==> src/rtl/phy_rx_link_ctrl.sv <==
// Link bring-up sequencer for the two-lane PHY receive path: lane reset, lock wait,
// lane-to-lane skew check, running-link supervision and bounded retry.
module phy_rx_link_ctrl #(
   parameter int RST_HOLD     = 4,
   parameter int LOCK_TIMEOUT = 64,
   parameter int SKEW_MAX     = 2,
   parameter int RETRY_MAX    = 3
) (
   input  logic       clk_f,
   input  logic       reset,
   input  logic       enable,
   input  logic       active0,
   input  logic       active1,
   input  logic       valid_in0,
   input  logic       valid_in1,
   output logic       lane_reset,
   output logic       datapath_en,
   output logic       link_up,
   output logic       link_fail,
   output logic [1:0] retry_cnt,
   output logic [2:0] state
);

   localparam int TIMER_W = $clog2(LOCK_TIMEOUT + RST_HOLD);
   localparam int SKEW_W  = $clog2(SKEW_MAX + 1);

   typedef enum logic [2:0] {
      IDLE      = 3'd0,
      LANE_RST  = 3'd1,
      WAIT_LOCK = 3'd2,
      DESKEW    = 3'd3,
      UP        = 3'd4,
      FAIL      = 3'd5
   } state_t;

   state_t             state_q, state_d;
   logic [TIMER_W-1:0] timer_q, timer_d;
   logic [SKEW_W-1:0]  skew_q, skew_d;
   logic               first_lane_q, first_lane_d;   // 0 = lane 0 locked first
   logic               mismatch_q, mismatch_d;
   logic [1:0]         retry_q, retry_d;
   logic               retry;
   logic               first_active;
   logic               other_active;

   assign first_active = first_lane_q ? active1 : active0;
   assign other_active = first_lane_q ? active0 : active1;

   // NOTE: state registers use non-blocking assignments so every flop samples pre-edge values.
   always_ff @(posedge clk_f or negedge reset) begin
      if (!reset) begin
         state_q      <= IDLE;
         timer_q      <= '0;
         skew_q       <= '0;
         first_lane_q <= 1'b0;
         mismatch_q   <= 1'b0;
         retry_q      <= '0;
      end else begin
         state_q      <= state_d;
         timer_q      <= timer_d;
         skew_q       <= skew_d;
         first_lane_q <= first_lane_d;
         mismatch_q   <= mismatch_d;
         retry_q      <= retry_d;
      end
   end

   // NOTE: every variable gets a default before the case so no path can infer a latch.
   always_comb begin
      state_d      = state_q;
      timer_d      = timer_q;
      skew_d       = skew_q;
      first_lane_d = first_lane_q;
      mismatch_d   = 1'b0;
      retry_d      = retry_q;
      retry        = 1'b0;

      case (state_q)
         IDLE: begin
            retry_d = '0;
            timer_d = '0;
            if (enable) state_d = LANE_RST;
         end
         LANE_RST: begin
            if (timer_q == TIMER_W'(RST_HOLD - 1)) begin
               state_d = WAIT_LOCK;
               timer_d = '0;
            end else begin
               timer_d = timer_q + TIMER_W'(1);
            end
         end
         WAIT_LOCK: begin
            if (active0 && active1) begin
               state_d = UP;
            end else if (active0 ^ active1) begin
               state_d      = DESKEW;
               skew_d       = '0;
               first_lane_d = active1;
            end else if (timer_q == TIMER_W'(LOCK_TIMEOUT - 1)) begin
               retry = 1'b1;
            end else begin
               timer_d = timer_q + TIMER_W'(1);
            end
         end
         DESKEW: begin
            // A first-lane drop outranks the second lane arriving on the same cycle.
            if (!first_active) begin
               retry = 1'b1;
            end else if (other_active) begin
               state_d = UP;
            end else if (skew_q == SKEW_W'(SKEW_MAX - 1)) begin
               retry = 1'b1;
            end else begin
               skew_d = skew_q + SKEW_W'(1);
            end
         end
         UP: begin
            mismatch_d = valid_in0 ^ valid_in1;
            if (!(active0 && active1)) retry = 1'b1;
            else if (mismatch_d && mismatch_q) retry = 1'b1;
         end
         FAIL: ;
         default: state_d = IDLE;
      endcase

      if (!enable) begin
         state_d = IDLE;
         timer_d = '0;
      end else if (retry) begin
         if (retry_q == 2'(RETRY_MAX)) begin
            state_d = FAIL;
         end else begin
            retry_d = retry_q + 2'd1;
            state_d = LANE_RST;
            timer_d = '0;
         end
      end
   end

   // Moore outputs decode the registered state, so an async reset clears them at once.
   assign lane_reset  = (state_q == WAIT_LOCK) || (state_q == DESKEW) || (state_q == UP);
   assign datapath_en = (state_q == UP);
   assign link_up     = (state_q == UP);
   assign link_fail   = (state_q == FAIL);
   assign retry_cnt   = retry_q;
   assign state       = state_q;

endmodule

==> config.mk <==
export PLATFORM = sky130hd
export DESIGN_NAME = phy_rx_link_ctrl
export DESIGN_NICKNAME = d
export VERILOG_FILES = /design/src/rtl/phy_rx_link_ctrl.sv
export SDC_FILE = /design/constraint.sdc
export NUM_CORES = 1
export LEC_CHECK = 0
export BUFFER_PORTS_ARGS = -buffer_cell sky130_fd_sc_hd__buf_2
export CAP_MARGIN = 20
export CORE_MARGIN = 4
export CORE_UTILIZATION = 40
export DETAILED_ROUTE_END_ITERATION = 8
export GPL_TIMING_DRIVEN = 0
export PLACE_DENSITY = 0.62
export SETUP_SLACK_MARGIN = 0.5
export SYNTH_ARGS = -nofsm -noshare
export SYNTH_HDL_FRONTEND = slang
export SYNTH_SLANG_ARGS = --single-unit
export TNS_END_PERCENT = 20
==> constraint.sdc <==
create_clock -name clk_f -period 3.95 [get_ports clk_f]
set_clock_uncertainty 0.2 [all_clocks]
set_input_delay 0.5925 -clock clk_f [delete_from_list [all_inputs] [get_ports clk_f]]
set_output_delay 0.5925 -clock clk_f [all_outputs]
set_load 0.02 [all_outputs]
Yosys cells after proc, flatten, opt, wreduce, memory -nomap -nowiden
Cells that the tools add are included.
- register bits: 16
- input port bits: 7
- output and inout port bits: 9
- word-level logic and storage cells: 80
- $add $sub $neg: 3
- equality and inequality tests: 19
- mux-type cells: 39
- bitwise operators: 3
- reduce and logical (&&, ||, !) cells: 10
- operators with widths (cell ; number):
    $mux W7 ; 7
    $mux W3 ; 8
    $pmux W7 S3 ; 1
    $mux W2 ; 9
    $pmux W3 S5 ; 1
    $ne A4 B4 Y1 const B ; 3
    $mux W1 ; 11
    $ne A2 B2 Y1 const B ; 5
    $add A7 B1 Y7 const B ; 1
    $eq A7 B2 Y1 const B ; 1
    $eq A7 B6 Y1 const B ; 1
    $eq A3 B2 Y1 const B ; 2
    $eq A3 B3 Y1 const B ; 2
    $reduce_and A6 Y1 ; 1
    $ne A5 B5 Y1 const B ; 1
    $reduce_and A5 Y1 ; 1
    $add A2 B1 Y2 const B ; 2
    $pmux W2 S2 ; 1
    $eq A3 B1 Y1 const B ; 1
    $logic_not A3 Y1 ; 1
    $ne A3 B2 Y1 const B ; 1
    $pmux W1 S3 ; 1
    $reduce_and A3 Y1 ; 1
    $eq A2 B1 Y1 const B ; 1
    7 further kinds ; 10

Depth between registers and ports, before layout
Gate-level depths: netlist of the first run.
- depth in word-level cells: 8
- depth in mapped cells: 7

Worst setup path after synthesis of the first run
OpenSTA, ideal clock, no wires.
- path kind: reg2reg
- start: reg state_q[1], in the netlist state[1]
- end: reg retry_q[1], in the netlist retry_cnt[1]
- setup time: 0.128 ns
- arrival time: 1.871 ns
- required time: 3.622 ns
- slack: 1.752 ns
- cell stages (with the launch flop): 7
- path buffers: 0
- period minus slack after synthesis: 2.198 ns
- path through: dfrtp_1 -> nand2b_1 -> or2_1 -> inv_1 -> nand2_1 -> a311oi_2 -> mux2_1
- elaborated cells between the ends (all ways): 9
- classes of those cells: eq/ne: 3; mux: 5; reduce/logical: 1
- RTL lines (item ; RTL line ; text):
    start: declaration ; 36 ; state_t state_q, state_d;
    start signal: assignment ; 59 ; state_q <= state_d;
    $eq A3 B3 Y1 ; -- ;
    net datapath_en ; 17 ; output logic datapath_en,
    $pmux W1 S3 ; 78 ; case (state_q)
    $mux W2 ; 129 ; end else if (retry) begin
    $mux W2 ; 126 ; if (!enable) begin
    net retry_d[1] ; 41 ; logic [1:0] retry_q, retry_d;
    end signal: assignment ; 64 ; retry_q <= retry_d;
    end: declaration ; 41 ;
The timed path passes the listed nets, and every way through them passes these cells.
A chain may end at the register's enable or synchronous reset.

Final worst setup path of the first run
- start: reg state_q[1], in the netlist state[1]
- end: out link_up
- word-level cells in the longest chain between the ends: 1
- ends and longest elaborated chain (item ; RTL line ; text):
    $eq A3 B3 Y1 ; 143 ; assign link_up = (state_q == UP);
    end: declaration ; 18 ; output logic link_up,
No other way between the ends.

==> flow_summary.json, run 1 <==
{
  "run_status": "complete, but fails checks",
  "failed_checks": "negative hold slack",
  "n_antenna_cell": 0,
  "worst_r2r_startpoint": "timer_q[0]",
  "wl_per_cell_um": 14.6,
  "synth.largest_area_cell": "sky130_fd_sc_hd__dfrtp_1",
  "detail_route.drc_violations": 0,
  "leakagePower_nw": 0.620,
  "seq_area_um2": 400,
  "synth_edf_count": 0,
  "cts_buffer_depth": 2,
  "portBuffers": 15,
  "timing.reg2reg.setup_slack_ps": 1660,
  "cts_hold_buffers": 0,
  "setup_viol_count_final": 0,
  "final_layout_size_suffix_gt1_share_pct": 20.9,
  "nets": 166,
  "worstMarginPinSlew_ps": 500,
  "r2r.worst_path.cells": 6,
  "slew_headroom_pct": 66.6,
  "synth_top_flop_cell": "sky130_fd_sc_hd__dfrtp_1",
  "gpl.final_weighted_congestion": 0.833,
  "fp.dieArea_um2": 3890,
  "post_synth_inst_count": 134,
  "ir_drop_mv": 0.164,
  "timing.critical_path.to_type": "output pin",
  "dpl.cell_count": 180,
  "final_clock_period_utilization_by_the_worst_path_pct": 59.6,
  "report.final.slew_viol_count": 0,
  "clock_insertion_delay_worst_skew_ps": 300,
  "cpPeakStageDelay_ps": 480,
  "wirelength_mm": 2.69,
  "dpl_worst_slack_ps": 1460,
  "die_width_um": 62.3,
  "maximum_number_of_pins_on_one_net_before_global_route_repair": 17,
  "asyncSetResetFlopFracSynth_pct": 100,
  "grt_remaining_overflow": 0,
  "place_hpwl_mm": 2.03,
  "cts_num_sinks": 16,
  "fin_area_um2": 1330,
  "first_global_vias": 1051,
  "fp.dieH_um": 62.3,
  "finalCoreUtilization_pct": 47.9,
  "first_pass_grt_wire_length_mm": 4.84,
  "netlist-cell-type-count": 49,
  "report.final.hold_viol_count": 16,
  "power_density_nw_per_um2": 251,
  "yosys_warnings": 0,
  "core_box_area_um2": 2780,
  "cts_setup_buffers": 0,
  "synthToLayoutAreaGrowth_pct": 12.7,
  "numCtsBuffers": 3,
  "num_io_pins": 16,
  "detailed_place.area_um2": 1290,
  "via_per_inst": 5.83,
  "post_synth_main_area_contributors": "sky130_fd_sc_hd__dfrtp_1 (34%), sky130_fd_sc_hd__ha_1 (5.3%), sky130_fd_sc_hd__o21ai_0 (3.4%), sky130_fd_sc_hd__inv_1 (3.2%), sky130_fd_sc_hd__nand2_1 (3.2%)",
  "final_antenna_net_count": 0,
  "drv_cap": 0,
  "post_syn_area_per_cell_um2": 8.81,
  "stdcell_count": 184,
  "worst_ep_arrival_time_ps": 1560,
  "ys_seq_elements": 16,
  "rsz0062_at_grt": "no",
  "path_class": "reg2out",
  "via_count": 1073,
  "clk_root_buffer_cell": "sky130_fd_sc_hd__clkbuf_4",
  "postCtsResizedCells": 0,
  "placement_rows": 19,
  "final.fill_count": 284,
  "cts_tree": "yes",
  "design_power_total_uw": 335,
  "htreeDepth": 1,
  "setup.worst_path.start": "state[1]",
  "final_critical_path_setup_slack_ps": 1600,
  "antenna_violations_before_repair": 0,
  "synthDominantCellAreaShare_pct": 33.9,
  "shortest_clock_period_the_worst_path_allows_after_layout_ps": 2350,
  "crit_path_top_delay_cell": "sky130_fd_sc_hd__dfrtp_1",
  "dr.first_iter.drc_count": 59,
  "fin_setup_tns_ps": 0,
  "r2r-end": "retry_cnt[1]",
  "netlist_area_um2": 1180,
  "clkTransAtPathRegs_ps": 110,
  "grt_util_all_layers_pct": 15.0,
  "timing.critical_path.cells": "nand2b_1 -> or2_1 -> inv_1 -> buf_4 -> buf_2",
  "drt-pass1-iter-count": 4,
  "seq_area_frac_synth_pct": 33.9,
  "hp-class": "in2async",
  "synth_nets": 146,
  "multi_input_area_um2": 713,
  "required_ps": 3160,
  "worst_setup_start_kind": "register",
  "initial_core_util_pct": 42.5,
  "worst-path-max-fanout": 8,
  "finalHoldWorstSlack_ps": -13.1,
  "max_freq_mhz": 425
}
-- power breakdown --
group	internal [mW]	switching, mW	leakage (nW)	total (mW)
clock network	0.0562	0.0626	0.0210	0.119
registers	0.166	0.00232	0.221	0.169
logic	0.0177	0.0295	0.378	0.0472
-- how the worst max path moves through the flow --
stage / endpoint / cells after the start / slack, ps
floorplan: retry_cnt[1] / 6 / 1750
global placement: retry_cnt[1] / 6 / 1470
detailed placement: retry_cnt[1] / 6 / 1460
finish: link_up / 5 / 1600
CTS: link_up / 5 / 1600
global route: link_fail / 4 / 1480
-- layout by cell type (no fill, tap or decap), types with 4 or more instances in the layout --
| master | synthesis | layout |
|---|---|---|
| sky130_fd_sc_hd__and3_1 | 4 | 4 |
| sky130_fd_sc_hd__ha_1 | 5 | 5 |
| sky130_fd_sc_hd__buf_2 | 0 | 15 |
| sky130_fd_sc_hd__nand2_1 | 10 | 10 |
| sky130_fd_sc_hd__o21ai_0 | 8 | 8 |
| sky130_fd_sc_hd__nor2_1 | 10 | 10 |
| sky130_fd_sc_hd__inv_1 | 10 | 10 |
| sky130_fd_sc_hd__a21oi_1 | 6 | 6 |
| sky130_fd_sc_hd__nor3_1 | 5 | 5 |
| sky130_fd_sc_hd__nand3_1 | 5 | 5 |
| sky130_fd_sc_hd__dfrtp_1 | 16 | 16 |
-- cells in the mapped netlist (2+ instances only) --
cell type / number
sky130_fd_sc_hd__o31ai_1: 2
sky130_fd_sc_hd__nand3_1: 5
sky130_fd_sc_hd__xnor2_1: 2
sky130_fd_sc_hd__a21oi_1: 6
sky130_fd_sc_hd__mux2i_1: 2
sky130_fd_sc_hd__o21ai_0: 8
sky130_fd_sc_hd__nand2_1: 10
sky130_fd_sc_hd__a22oi_1: 3
sky130_fd_sc_hd__mux2_2: 2
sky130_fd_sc_hd__a311oi_1: 2
sky130_fd_sc_hd__buf_4: 2
sky130_fd_sc_hd__or3_1: 3
sky130_fd_sc_hd__inv_1: 10
sky130_fd_sc_hd__ha_1: 5
sky130_fd_sc_hd__nor2_1: 10
sky130_fd_sc_hd__nand2b_1: 3
sky130_fd_sc_hd__and3_1: 4
sky130_fd_sc_hd__dfrtp_1: 16
sky130_fd_sc_hd__clkbuf_1: 3
sky130_fd_sc_hd__a211oi_1: 3
sky130_fd_sc_hd__nor3_1: 5
-- cells by family (layout without fill, tap and decap cells) --
family | count (synthesis) | count (layout) | synth area share (%)
compound gates | 39 | 39 | 24.9
xor+xnor | 2 | 2 | 1.48
fa+ha+maj | 5 | 5 | 5.30
buf+inv | 16 | 35 | 5.72
flops | 16 | 16 | 33.9
mux | 5 | 5 | 4.55
simple gates | 51 | 51 | 24.2
-- critical path, delay by kind of cell, from the launching register on --
| kind | cells | cell delay (ps) |
|---|---|---|
| DFF | 1 | 480 |
| and+or+nand+nor | 2 | 430 |
| buffers and inverters | 3 | 340 |
-- sequential cells by signal, indices dropped and copies added (netlist names) --
signal,flops
mismatch_q,1
retry_cnt,2
timer_q,7
first_lane_q,1
state,3
skew_q,2
-- routing by layer --
layer / part of all wire, % / vias up / global-route usage [%]
li1: - / 530 / -
met1: 49 / 521 / 19.3
met2: 46 / 15 / 24.6
met3: 2.7 / 7 / 2.70
met4: 2.3 / 0 / 6.37
met5: 0 / - / 0
-- area by class of cell --
| class | count | share of cell area [%] |
|---|---|---|
| buffer | 5 | 1.97 |
| tap | 31 | 2.91 |
| multi-input combinational | 102 | 53.6 |
| clock buffer | 4 | 2.73 |
| inverter | 11 | 3.10 |
| sequential | 16 | 30.1 |
| timing repair buffer | 15 | 5.64 |
Power figures use the tool's default switching activity.
==> inputs of run 2 (changes only) <==
==> constraint.sdc (replaced) <==
create_clock -name clk_f -period 2.4 [get_ports clk_f]
set_clock_uncertainty 0.2 [all_clocks]
set_input_delay 0.36 -clock clk_f [delete_from_list [all_inputs] [get_ports clk_f]]
set_output_delay 0.36 -clock clk_f [all_outputs]
set_load 0.02 [all_outputs]
==> flow_summary.json, run 2 (synthesis results as in run 1) <==
{
  "portBuffers": 15,
  "cts_tree": "yes",
  "layout_commonest_cell": "sky130_fd_sc_hd__buf_4",
  "worstMarginPinSlew_ps": 495,
  "leakagePower_nw": 0.710,
  "dr.first_iter.drc_count": 73,
  "worst_setup_start_kind": "register",
  "required_ps": 2370,
  "shortest_clock_period_the_worst_path_allows_after_layout_ps": 2020,
  "via_count": 1160,
  "drv_cap": 0,
  "fp.dieH_um": 62.3,
  "run_status": "completed",
  "final_layout_size_suffix_gt1_share_pct": 41.9,
  "max_freq_mhz": 494,
  "drt-pass1-iter-count": 4,
  "maximum_number_of_pins_on_one_net_before_global_route_repair": 17,
  "grt_remaining_overflow": 0,
  "first_pass_grt_wire_length_mm": 5.38,
  "finalCoreUtilization_pct": 58.4,
  "clkTransAtPathRegs_ps": 100,
  "nets": 180,
  "rsz0062_at_grt": "yes",
  "num_io_pins": 16,
  "initial_core_util_pct": 42.5,
  "clk_root_buffer_cell": "sky130_fd_sc_hd__clkbuf_4",
  "antenna_violations_before_repair": 0,
  "path_class": "reg2reg",
  "htreeDepth": 1,
  "finalHoldWorstSlack_ps": 105,
  "final_antenna_net_count": 0,
  "hp-class": "in2reg",
  "worst_ep_arrival_time_ps": 1990,
  "wirelength_mm": 3.18,
  "detail_route.drc_violations": 0,
  "timing.critical_path.to_type": "register",
  "max_flop_register": "timer_q",
  "place_hpwl_mm": 2.11,
  "report.final.slew_viol_count": 0,
  "design_power_total_uw": 577,
  "largest_register_ff_count": 7,
  "core_box_area_um2": 2780,
  "n_antenna_cell": 0,
  "report.final.hold_viol_count": 0,
  "setup_viol_count_final": 0,
  "multi_input_area_um2": 837,
  "clock_insertion_delay_worst_skew_ps": 290,
  "via_per_inst": 5.86,
  "timing.reg2reg.setup_slack_ps": 380,
  "die_width_um": 62.3,
  "gpl.final_weighted_congestion": 0.836,
  "first_global_vias": 1149,
  "worst-path-max-fanout": 6,
  "cts_num_sinks": 16,
  "final.fill_count": 244,
  "final_clock_period_utilization_by_the_worst_path_pct": 84.3,
  "grt_util_all_layers_pct": 16.8,
  "highest_count_cells_in_the_layout_ignoring_fill_and_taps": "sky130_fd_sc_hd__buf_4 (14), sky130_fd_sc_hd__buf_2 (13), sky130_fd_sc_hd__dfrtp_1 (12)",
  "ir_drop_mv": 0.217,
  "placement_rows": 19,
  "wl_per_cell_um": 16.0,
  "synthToLayoutAreaGrowth_pct": 37.5,
  "cts_buffer_depth": 2,
  "slew_headroom_pct": 66.8,
  "numCtsBuffers": 3,
  "power_density_nw_per_um2": 355,
  "fin_setup_tns_ps": 0,
  "seq_area_um2": 405,
  "fp.dieArea_um2": 3890
}
[run 2: changes by cell type in the layout (fill, tap and decap cells not counted), sizes merged]
| cell | change |
|---|---|
| buf | +13 |
| dlygate4sd3 | +1 |
[run 2: area by class of cell]
type,instances,area share [%]
Tap cell,31,2.39
Buffer,5,3.62
Inverter,11,2.70
Multi-Input combinational cell,102,51.5
Timing Repair Buffer,29,12.6
Sequential cell,16,25.0
Clock buffer,4,2.23
[run 2: layer usage]
| metal | part of all wire (%) | up-vias | global-route usage, % |
|---|---|---|---|
| li1 | - | 565 | - |
| met1 | 46 | 550 | 23.3 |
| met2 | 48 | 37 | 25.6 |
| met3 | 4.4 | 8 | 2.88 |
| met4 | 1.9 | 0 | 6.90 |
| met5 | 0 | - | 0 |
[run 2: power breakdown]
| group | total (mW) | switching (mW) | internal, mW |
|---|---|---|---|
| clock | 0.186 | 0.0933 | 0.0924 |
| sequential | 0.279 | 0.00456 | 0.274 |
| combinational | 0.113 | 0.0631 | 0.0499 |
[run 2: worst paths after layout]
path | startpoint | endpoint | depth (start not counted)
setup / recovery | timer_q[0] | timer_q[2] | 6
hold / removal | enable | state[1] | 2
setup reg to reg | timer_q[0] | timer_q[2] | 6
hold reg to reg | retry_cnt[0] | retry_cnt[0] | 1
max in group asynchronous | reset | timer_q[5] | 2
min in group asynchronous | reset | state[0] | 2
[run 2: what timing repair did]
action                                  CTS  global route
endpoints found under the setup margin   15            16
hold buffers                              1             0
resized for setup                        27             4
setup buffers                            12             1
pin swaps                                12             6
endpoints found under the hold margin    16             0
[run 2: worst max-delay path, stage by stage, from the launching register on]
cell                       delay (ps)
sky130_fd_sc_hd__dfrtp_1          410
sky130_fd_sc_hd__ha_4             170
sky130_fd_sc_hd__or4b_4           490
sky130_fd_sc_hd__o21bai_4         220
sky130_fd_sc_hd__o21ai_4          120
sky130_fd_sc_hd__a211oi_2         220
sky130_fd_sc_hd__nor4_1            70
[run 2: per-stage QoR]
stage	setup WS, ps	instance area, um2	cells
after global routing	305	1620	198
after CTS	398	1610	197
after detailed placement	57.4	1350	180
after floorplan	424	1230	134
final	377	1620	198
after global placement	92.5	1350	180
